## src/rtl/master_spi_if.sv

```systemverilog
// Request/response handshake and SPI pin bundle for master_spi.
interface master_spi_if #(
  parameter int DWIDTH = 32,
  parameter int ALINES = 7
);
  logic              req_valid;
  logic              req_ready;
  logic              req_wr;
  logic [ALINES-1:0] req_addr;
  logic [DWIDTH-1:0] req_wdata;
  logic              rsp_valid;
  logic [DWIDTH-1:0] rsp_rdata;
  logic              busy;
  logic              spi_clk;
  logic              spi_cs_n;
  logic              spi_mosi;
  logic              spi_miso;

  // SPI master side (the design)
  modport master (
    input  req_valid, req_wr, req_addr, req_wdata, spi_miso,
    output req_ready, rsp_valid, rsp_rdata, busy, spi_clk, spi_cs_n, spi_mosi
  );

  // Requester / SPI slave side
  modport slave (
    output req_valid, req_wr, req_addr, req_wdata, spi_miso,
    input  req_ready, rsp_valid, rsp_rdata, busy, spi_clk, spi_cs_n, spi_mosi
  );
endinterface

```

## src/rtl/master_spi.sv

```systemverilog
// SPI master, mode 0, MSB first. One register access per chip-select frame:
// {wr, addr, wdata-or-zero} shifted out, last DWIDTH MISO samples returned.
module master_spi #(
  parameter int DWIDTH   = 32,
  parameter int ALINES   = 7,
  parameter int CLK_DIV  = 4,
  parameter int CS_SETUP = 2,
  parameter int CS_HOLD  = 2,
  parameter int CS_GAP   = 4
) (
  input  logic         clk,
  input  logic         rst,
  master_spi_if.master bus
);
  localparam int FB     = 1 + ALINES + DWIDTH;
  localparam int CMAX_A = (CLK_DIV > CS_SETUP) ? CLK_DIV : CS_SETUP;
  localparam int CMAX_B = (CS_HOLD > CS_GAP) ? CS_HOLD : CS_GAP;
  localparam int CMAX   = (CMAX_A > CMAX_B) ? CMAX_A : CMAX_B;
  localparam int CW     = $clog2(CMAX + 1);
  localparam int BW     = $clog2(FB);

  localparam logic [CW-1:0] SETUP_LAST = CW'(CS_SETUP - 1);
  localparam logic [CW-1:0] HALF_LAST  = CW'(CLK_DIV - 1);
  localparam logic [CW-1:0] HOLD_LAST  = CW'(CS_HOLD - 1);
  localparam logic [CW-1:0] GAP_LAST   = CW'(CS_GAP - 1);
  localparam logic [BW-1:0] BIT_LAST   = BW'(FB - 1);

  typedef enum logic [2:0] {
    S_IDLE,
    S_SETUP,
    S_SHIFT,
    S_HOLD,
    S_GAP
  } state_t;

  state_t            state_q;
  logic [FB-1:0]     shift_q;
  logic [DWIDTH-1:0] rx_q;
  logic [CW-1:0]     cnt_q;
  logic [BW-1:0]     bit_q;
  logic              wr_q;
  logic              sclk_q;
  logic              cs_n_q;
  logic              mosi_q;
  logic              rsp_valid_q;
  logic [DWIDTH-1:0] rsp_rdata_q;
  logic              busy_q;
  logic              idle_q;

  logic [FB-1:0]     frame_d;
  logic [DWIDTH-1:0] rx_d;

  // Frame image of the incoming request and the MISO-shifted read register
  always_comb begin
    frame_d = {bus.req_wr, bus.req_addr, bus.req_wr ? bus.req_wdata : {DWIDTH{1'b0}}};
    rx_d    = {rx_q[DWIDTH-2:0], bus.spi_miso};
  end

  // Frame sequencer with registered SPI pins and response outputs.
  // The high/low phase is tracked by sclk_q itself; every sample shifts into
  // rx_q so only the final DWIDTH samples survive to the response.
  always_ff @(posedge clk) begin
    if (rst) begin
      state_q     <= S_IDLE;
      shift_q     <= '0;
      rx_q        <= '0;
      cnt_q       <= '0;
      bit_q       <= '0;
      wr_q        <= 1'b0;
      sclk_q      <= 1'b0;
      cs_n_q      <= 1'b1;
      mosi_q      <= 1'b0;
      rsp_valid_q <= 1'b0;
      rsp_rdata_q <= '0;
      busy_q      <= 1'b0;
      idle_q      <= 1'b1;
    end else begin
      rsp_valid_q <= 1'b0;
      unique case (state_q)
        S_IDLE: begin
          if (bus.req_valid) begin
            state_q <= S_SETUP;
            shift_q <= frame_d;
            wr_q    <= bus.req_wr;
            rx_q    <= '0;
            cnt_q   <= '0;
            bit_q   <= '0;
            cs_n_q  <= 1'b0;
            mosi_q  <= frame_d[FB-1];
            busy_q  <= 1'b1;
            idle_q  <= 1'b0;
          end
        end
        S_SETUP: begin
          if (cnt_q == SETUP_LAST) begin
            state_q <= S_SHIFT;
            cnt_q   <= '0;
          end else begin
            cnt_q <= cnt_q + 1'b1;
          end
        end
        S_SHIFT: begin
          if (cnt_q != HALF_LAST) begin
            cnt_q <= cnt_q + 1'b1;
          end else begin
            cnt_q <= '0;
            if (!sclk_q) begin
              sclk_q <= 1'b1;
            end else begin
              sclk_q <= 1'b0;
              rx_q   <= rx_d;
              if (bit_q == BIT_LAST) begin
                state_q <= S_HOLD;
              end else begin
                bit_q   <= bit_q + 1'b1;
                shift_q <= {shift_q[FB-2:0], 1'b0};
                mosi_q  <= shift_q[FB-2];
              end
            end
          end
        end
        S_HOLD: begin
          if (cnt_q == HOLD_LAST) begin
            state_q     <= S_GAP;
            cnt_q       <= '0;
            cs_n_q      <= 1'b1;
            mosi_q      <= 1'b0;
            rsp_valid_q <= 1'b1;
            rsp_rdata_q <= wr_q ? {DWIDTH{1'b0}} : rx_q;
          end else begin
            cnt_q <= cnt_q + 1'b1;
          end
        end
        S_GAP: begin
          if (cnt_q == GAP_LAST) begin
            state_q <= S_IDLE;
            cnt_q   <= '0;
            busy_q  <= 1'b0;
            idle_q  <= 1'b1;
          end else begin
            cnt_q <= cnt_q + 1'b1;
          end
        end
        default: state_q <= S_IDLE;
      endcase
    end
  end

  assign bus.req_ready = idle_q & ~rst;
  assign bus.busy      = busy_q;
  assign bus.rsp_valid = rsp_valid_q;
  assign bus.rsp_rdata = rsp_rdata_q;
  assign bus.spi_clk   = sclk_q;
  assign bus.spi_cs_n  = cs_n_q;
  assign bus.spi_mosi  = mosi_q;
endmodule

```

## src/flat_wrapper.sv

```systemverilog
// flat-port wrapper written by rule: the top's interface ports become plain ports
module master_spi_flat 
#(
  parameter int DWIDTH   = 32,
  parameter int ALINES   = 7,
  parameter int CLK_DIV  = 4,
  parameter int CS_SETUP = 2,
  parameter int CS_HOLD  = 2,
  parameter int CS_GAP   = 4
)
  (clk, rst, bus_req_valid, bus_req_wr, bus_req_addr, bus_req_wdata, bus_spi_miso, bus_req_ready, bus_rsp_valid, bus_rsp_rdata, bus_busy, bus_spi_clk, bus_spi_cs_n, bus_spi_mosi);
  master_spi_if #(.DWIDTH(DWIDTH), .ALINES(ALINES)) bus_i ();
  input  logic clk;
  input  logic rst;
  input wire logic [$bits(bus_i.req_valid)-1:0] bus_req_valid;
  input wire logic [$bits(bus_i.req_wr)-1:0] bus_req_wr;
  input wire logic [$bits(bus_i.req_addr)-1:0] bus_req_addr;
  input wire logic [$bits(bus_i.req_wdata)-1:0] bus_req_wdata;
  input wire logic [$bits(bus_i.spi_miso)-1:0] bus_spi_miso;
  output wire logic [$bits(bus_i.req_ready)-1:0] bus_req_ready;
  output wire logic [$bits(bus_i.rsp_valid)-1:0] bus_rsp_valid;
  output wire logic [$bits(bus_i.rsp_rdata)-1:0] bus_rsp_rdata;
  output wire logic [$bits(bus_i.busy)-1:0] bus_busy;
  output wire logic [$bits(bus_i.spi_clk)-1:0] bus_spi_clk;
  output wire logic [$bits(bus_i.spi_cs_n)-1:0] bus_spi_cs_n;
  output wire logic [$bits(bus_i.spi_mosi)-1:0] bus_spi_mosi;
  assign bus_i.req_valid = bus_req_valid;
  assign bus_i.req_wr = bus_req_wr;
  assign bus_i.req_addr = bus_req_addr;
  assign bus_i.req_wdata = bus_req_wdata;
  assign bus_i.spi_miso = bus_spi_miso;
  assign bus_req_ready = bus_i.req_ready;
  assign bus_rsp_valid = bus_i.rsp_valid;
  assign bus_rsp_rdata = bus_i.rsp_rdata;
  assign bus_busy = bus_i.busy;
  assign bus_spi_clk = bus_i.spi_clk;
  assign bus_spi_cs_n = bus_i.spi_cs_n;
  assign bus_spi_mosi = bus_i.spi_mosi;
  master_spi #(.DWIDTH(DWIDTH), .ALINES(ALINES), .CLK_DIV(CLK_DIV), .CS_SETUP(CS_SETUP), .CS_HOLD(CS_HOLD), .CS_GAP(CS_GAP)) u_core (.clk(clk), .rst(rst), .bus(bus_i));
endmodule
```

## config.mk

```make
export PLATFORM = sky130hd
export DESIGN_NAME = master_spi_flat
export DESIGN_NICKNAME = d
export VERILOG_FILES = /design/src/rtl/master_spi_if.sv /design/src/rtl/master_spi.sv /design/src/flat_wrapper.sv
export SDC_FILE = /design/constraint.sdc
export NUM_CORES = 1
export LEC_CHECK = 0
export ABC_AREA = 1
export ABC_CLOCK_PERIOD_IN_PS = 1600
export CAP_MARGIN = 20
export CORE_MARGIN = 10
export CORE_UTILIZATION = 37
export DETAILED_ROUTE_END_ITERATION = 10
export DONT_BUFFER_PORTS = 1
export HOLD_SLACK_MARGIN = 0.12
export PLACE_DENSITY = 0.49
export RECOVER_POWER = 50
export SLEW_MARGIN = 20
export SYNTH_ARGS = -nofsm -noshare
export SYNTH_HDL_FRONTEND = slang
export SYNTH_SLANG_ARGS = --single-unit
```

## constraint.sdc

```tcl
create_clock -name clk -period 1.6 [get_ports clk]
set_input_delay 0.16 -clock clk [delete_from_list [all_inputs] [get_ports clk]]
set_output_delay 0.16 -clock clk [all_outputs]
set_load 0.005 [all_outputs]
```

## Word level (Yosys, flattened, before mapping)

Index checks and enable logic that the tools add are counted.

- Bits in registers: 122
- Bits in latches: 0
- RAM bits: 0
- Bits in read-only memories: 0
- Bits of input ports: 44
- Output and inout bits: 38
- Logic and storage cells: 98
- Memories: 0

- Add/subtract/negate cells: 2
- Multipliers: 0
- Divide/modulo/power cells: 0
- Magnitude comparators: 0
- Eq/ne operators: 16
- Shifts and indexed selects: 0
- Mux-type cells: 45
- Bitwise operators: 4
- Reduce and logical (&&, ||, !) cells: 18

Operators with widths:

| kind | count |
|---|---|
| $mux W32 | 5 |
| $mux W39 | 4 |
| $pmux W39 S2 | 1 |
| $pmux W32 S2 | 1 |
| $mux W3 | 11 |
| $mux W6 | 4 |
| $pmux W3 S5 | 1 |
| $mux W1 | 12 |
| $pmux W3 S4 | 1 |
| $pmux W6 S2 | 1 |
| $ne A2 B1 Y1 const B | 5 |
| $eq A3 B2 Y1 const B | 3 |
| $reduce_and A2 Y1 | 4 |
| $reduce_and A7 Y1 | 1 |
| $add A6 B1 Y6 const B | 1 |
| $eq A3 B1 Y1 const B | 2 |
| $eq A6 B6 Y1 const B | 1 |
| $ne A2 B2 Y1 const B | 3 |
| $pmux W1 S2 | 3 |
| $reduce_and A3 Y1 | 2 |
| $reduce_and A6 Y1 | 1 |
| $reduce_bool A2 Y1 | 3 |
| $reduce_and A5 Y1 | 1 |
| $reduce_and A4 Y1 | 1 |
| 10 further kinds | 13 |

## Logic depth before layout (Yosys ltp)

- Word-level depth: 5
- Depth in mapped cells: 11

## Worst setup path after synthesis

Ideal clock, no wire load.

- Path kind: register -> register
- Start point: reg u_core.bit_q[0]
- End point: reg u_core.bit_q[4]
- Data arrival time: 1.349 ns
- Data required time: 1.487 ns
- Slack: 0.138 ns
- Stages on the path, launching flop included: 11
- Clock period less this slack: 1.462 ns
- Cells stage by stage: dfxtp_1 ha_1 nand2_1 nor2_1 nand2_1 o21ai_2 nor2_2 buf_6 buf_6 nor2_1 nor2_1

- Cells in the longest elaborated chain, start to end: 5
- Elaborated cells on any way between the ends: 8

RTL lines:

| what | line | source |
|---|---|---|
| from (decl) | master_spi.sv:40 | `logic [BW-1:0] bit_q;` |
| from (signal assigned) | master_spi.sv:115 | `bit_q <= bit_q + 1'b1;` |
| $add A6 B1 Y6 | master_spi.sv:115 |  |
| $mux W6 | master_spi.sv:112 | `if (bit_q == BIT_LAST) begin` |
| $mux W6 | master_spi.sv:107 | `if (!sclk_q) begin` |
| $mux W6 | master_spi.sv:103 | `if (cnt_q != HALF_LAST) begin` |
| $pmux W6 S2 | master_spi.sv:79 | `unique case (state_q)` |

Parallel ways exist; a longest one is shown, timed or not. The select of a mux whose other input is x is not followed.
A chain may end at the register's enable or synchronous reset.

## Final worst setup path

- Start point: reg u_core.bit_q[1]
- End point: reg u_core.shift_q[20]

- Cells in the longest elaborated chain, start to end: 3

RTL lines:

| what | line | source |
|---|---|---|
| $eq A6 B6 Y1 | master_spi.sv:112 |  |
| $ne A2 B2 Y1 (no source line) | - |  |
| $reduce_and A5 Y1 (no source line) | - |  |
| to (signal assigned) | master_spi.sv:83 | `shift_q <= frame_d;` |
| to (signal assigned) | master_spi.sv:116 | `shift_q <= {shift_q[FB-2:0], 1'b0};` |
| to (decl) | master_spi.sv:37 | `logic [FB-1:0] shift_q;` |

No other way between the ends.

==> summary.txt <==
OUTCOME
------------------------------------------------------------------------------------
Status                                                                  complete, no violations

ROUTE
------------------------------------------------------------------------------------
Total iterations of the first detailed-routing run                                 4
Initial DRC count                                                                224
DR WL/cell                                                                   13.8 um
Total vias in the final route                                                  4,914
Met3 wire length                                                              756 um
Met1 wire length                                                             6200 um
Routed wl met2                                                               7100 um
Remaining routing DRC violations                                                   0
Total detailed-routing wirelength                                          14,200 um
Ratio of routed vias to standard cells                                          4.80
Post-DRT Antenna Nets                                                              0
Max layer used                                                                  met4

CLOCK TREE
------------------------------------------------------------------------------------
Clock slew at reported path FFs                                              0.06 ns
Cell chosen for the clock root                                             clkbuf_16
Number of buffers added by the clock tree synthesis step                          17
Later-pin clock latency in the skew report                                   0.41 ns
Number of sinks handled by clock tree synthesis                                  122
Clock tree from TritonCTS                                                      built
Clock tree buffer depth                                                            2
Level count of the clock H-tree                                                    4

SYNTH
------------------------------------------------------------------------------------
Mean cell area of the mapped netlist                                        6.75 um2
Sequential area share after synthesis                                          46.1%
Combined area of all synthesized cells                                   0.00530 mm2
Synthesis warning total                                                            0
Post-synth EDFFs                                                                   0
Most frequent cells after synthesis                                     297 x nand2_1, 122 x dfxtp_1, 106 x nor2_1, 68 x o21ai_0, 50 x nand3_1
Total nets after synthesis                                                       834
Mapped Cells                                                                     785
Unique masters post-synth                                                         24
Synth top area share                                                           46.1%
Share of flip-flops with an asynchronous set or reset after synthesis             0%
Count leader, synth                                                          nand2_1
Commonest register cell after synthesis                                      dfxtp_1
Area contributors post-synth                                            dfxtp_1 46%, nand2_1 21%, nor2_1 7.5%
Flip-flop and latch count after synthesis                                        122
Post-synth top area cell                                                     dfxtp_1

PLACEMENT
------------------------------------------------------------------------------------
Port bufs                                                                          0
RePlAce Congestion                                                             0.831
Place WS                                                                 -0.00481 ns
Detailed Place HPWL                                                          8310 um

CRITICAL PATH
------------------------------------------------------------------------------------
Required time at the worst-slack endpoint                                    1.94 ns
CP startpoint kind                                                         flip-flop
Critical path data arrival time                                              1.93 ns
Type of element capturing the critical path                                flip-flop
Worst Path Class, Setup                                                 flip-flop to flip-flop
Critical path peak fanout                                                         26

HOLD PATH
------------------------------------------------------------------------------------
Type of the worst min-delay path                                        input port to flip-flop

STA
------------------------------------------------------------------------------------
Setup total negative slack                                                      0 ns
Maximum clock rate                                                           629 MHz
Setup-failing EPs final                                                            0
Number of hold-slack violations in the final timing report                         0
Transition time at the pin with the least slew margin                       0.401 ns
Minimum period implied by the final worst setup slack                        1.59 ns
Hold Worst Slack                                                            0.139 ns
Slew Limit Fails                                                                   0
Final period utilization                                                       99.3%
Remaining max-slew budget at the tightest pin                                  73.0%
Post-Route Skew                                                            0.0105 ns
Fin worst setup slack                                                      0.0107 ns
Setup repair after global routing missed its margin                             true

PWR
------------------------------------------------------------------------------------
Max rail drop VDD                                                           0.912 mV
Power per unit of standard cell area                                     1710 mW/mm2
Standby leakage power                                                     0.00297 uW

GRT
------------------------------------------------------------------------------------
Vias in the first global route                                                 4,617
Maximum number of pins on one net before global-route repair                      51
Initial antenna violation count                                                    0
Total GRT Usage                                                                13.5%
Overall overflow remaining after global route                                      0
Global-route wire length before repair                                     22,200 um

LAYOUT
------------------------------------------------------------------------------------
Fillers                                                                        1,389
Sequential standard cell area                                            0.00245 mm2
Proportion of layout cells with a drive suffix above 1                         14.2%
Antenna Diode Count                                                                0
Area delta synth->final                                                        31.4%
Area taken by multi-input logic gates                                    0.00263 mm2
Final net count                                                                  880

FLOORPLAN
------------------------------------------------------------------------------------
Floorplan Core Area                                                       0.0139 mm2
Die extent in y                                                               140 um
Total I/O pin count                                                               82
Count of standard-cell rows                                                       43
Total Die Area                                                            0.0195 mm2
Initial Util                                                                   38.0%
X dimension of the die                                                        140 um

JOB
------------------------------------------------------------------------------------
# Max-Cap Violations                                                               0

[final cells by class]
cell class                 count  area share (%)
multi-input combinational    585            37.8
sequential                   122            35.2
timing repair buffer          78            13.3
clock buffer                  20            6.70
tap                          180            3.23
clock inverter                12            2.34
inverter                      27            1.45
[stage by stage]
step	instance area [um2]	power, uW	utilization [%]	cells
final	6970	11900	50.0	1024
after CTS	6630	11000	47.6	1010
after detailed placement	5550	6840	39.8	935
after floorplan	5300	6140	-	785
after global placement	5550	6760	39.8	935
after global routing	6970	12700	50.0	1024
[routing by layer]
layer / vias to the layer above / track usage [%]
met5: - / 0
met4: 0 / 4.89
met3: 10 / 4.73
met2: 72 / 22.7
met1: 2249 / 15.4
li1: 2583 / -
[report_power, final]
group,internal [uW],switching [uW],total [uW]
clock,2590,1420,4010
sequential,3480,258,3740
combinational,1820,2310,4130
total,7890,3990,11900
[flip-flops by register name, indices dropped and copies added, names as in the netlist]
name	count
u_core.bit_q	6
u_core.bus.busy	1
u_core.bus.rsp_rdata	32
u_core.bus.rsp_valid	1
u_core.bus.spi_clk	1
u_core.bus.spi_cs_n	1
u_core.bus.spi_mosi	1
u_core.cnt_q	3
u_core.idle_q	1
u_core.rx_q	32
u_core.shift_q	39
u_core.state_q	3
u_core.wr_q	1
[cells by family after synthesis]
| kind of cell | Yosys count | synth area share (%) |
|---|---|---|
| and+or+nand+nor | 466 | 35.2 |
| AOI/OAI and AO/OA | 114 | 10.9 |
| DFF | 122 | 46.1 |
| buffers and inverters | 78 | 6.68 |
| adders and majority gates | 5 | 1.18 |
[cell usage in the layout, fill, tap and decap left out, types with 5 or more instances in the layout]
cell type	netlist	final
nand2_2	2	20
o21ai_0	68	68
dfxtp_1	122	118
nor2_1	106	93
nor2_2	3	13
dlygate4sd3_1	0	41
inv_1	22	22
inv_2	5	5
nand2_1	297	276
buf_4	3	14
buf_12	0	13
clkbuf_16	0	21
nand3_1	50	50
a21oi_1	44	44
[path summary, 6_finish.rpt]
kind | startpoint | endpoint | slack [ns] | cells after the start
setup / recovery | u_core.bit_q[1]$_SDFFE_PP0P_ | u_core.shift_q[20]$_SDFFE_PP0P_ | 0.01 | 11
hold / removal | rst | u_core.state_q[1]$_SDFFE_PP0P_ | 0.14 | 4
setup reg to reg | u_core.bit_q[1]$_SDFFE_PP0P_ | u_core.shift_q[20]$_SDFFE_PP0P_ | 0.01 | 11
hold reg to reg | u_core.idle_q$_SDFFE_PP1P_ | u_core.idle_q$_SDFFE_PP1P_ | 0.46 | 2
[worst max-delay path: stages (launching register included)]
cell,delay (ns)
dfxtp_2,0.35
ha_4,0.16
nand2_4,0.06
nor2_4,0.12
nand2_2,0.07
o21ai_2,0.18
nor2_4,0.07
buf_4,0.14
buf_12,0.15
nand2_1,0.06
nand2_1,0.07
nor2_1,0.10
[timing repair]
item / CTS / global route
pin swaps: 0 / 11
setup endpoints to repair: 25 / 79
hold buffers: 43 / 0
resized for setup: 1 / 49
buffers inserted: 0 / 9
gates cloned: 0 / 7
endpoints found under the hold margin: 81 / 0
Power figures use the tool's default switching activity.
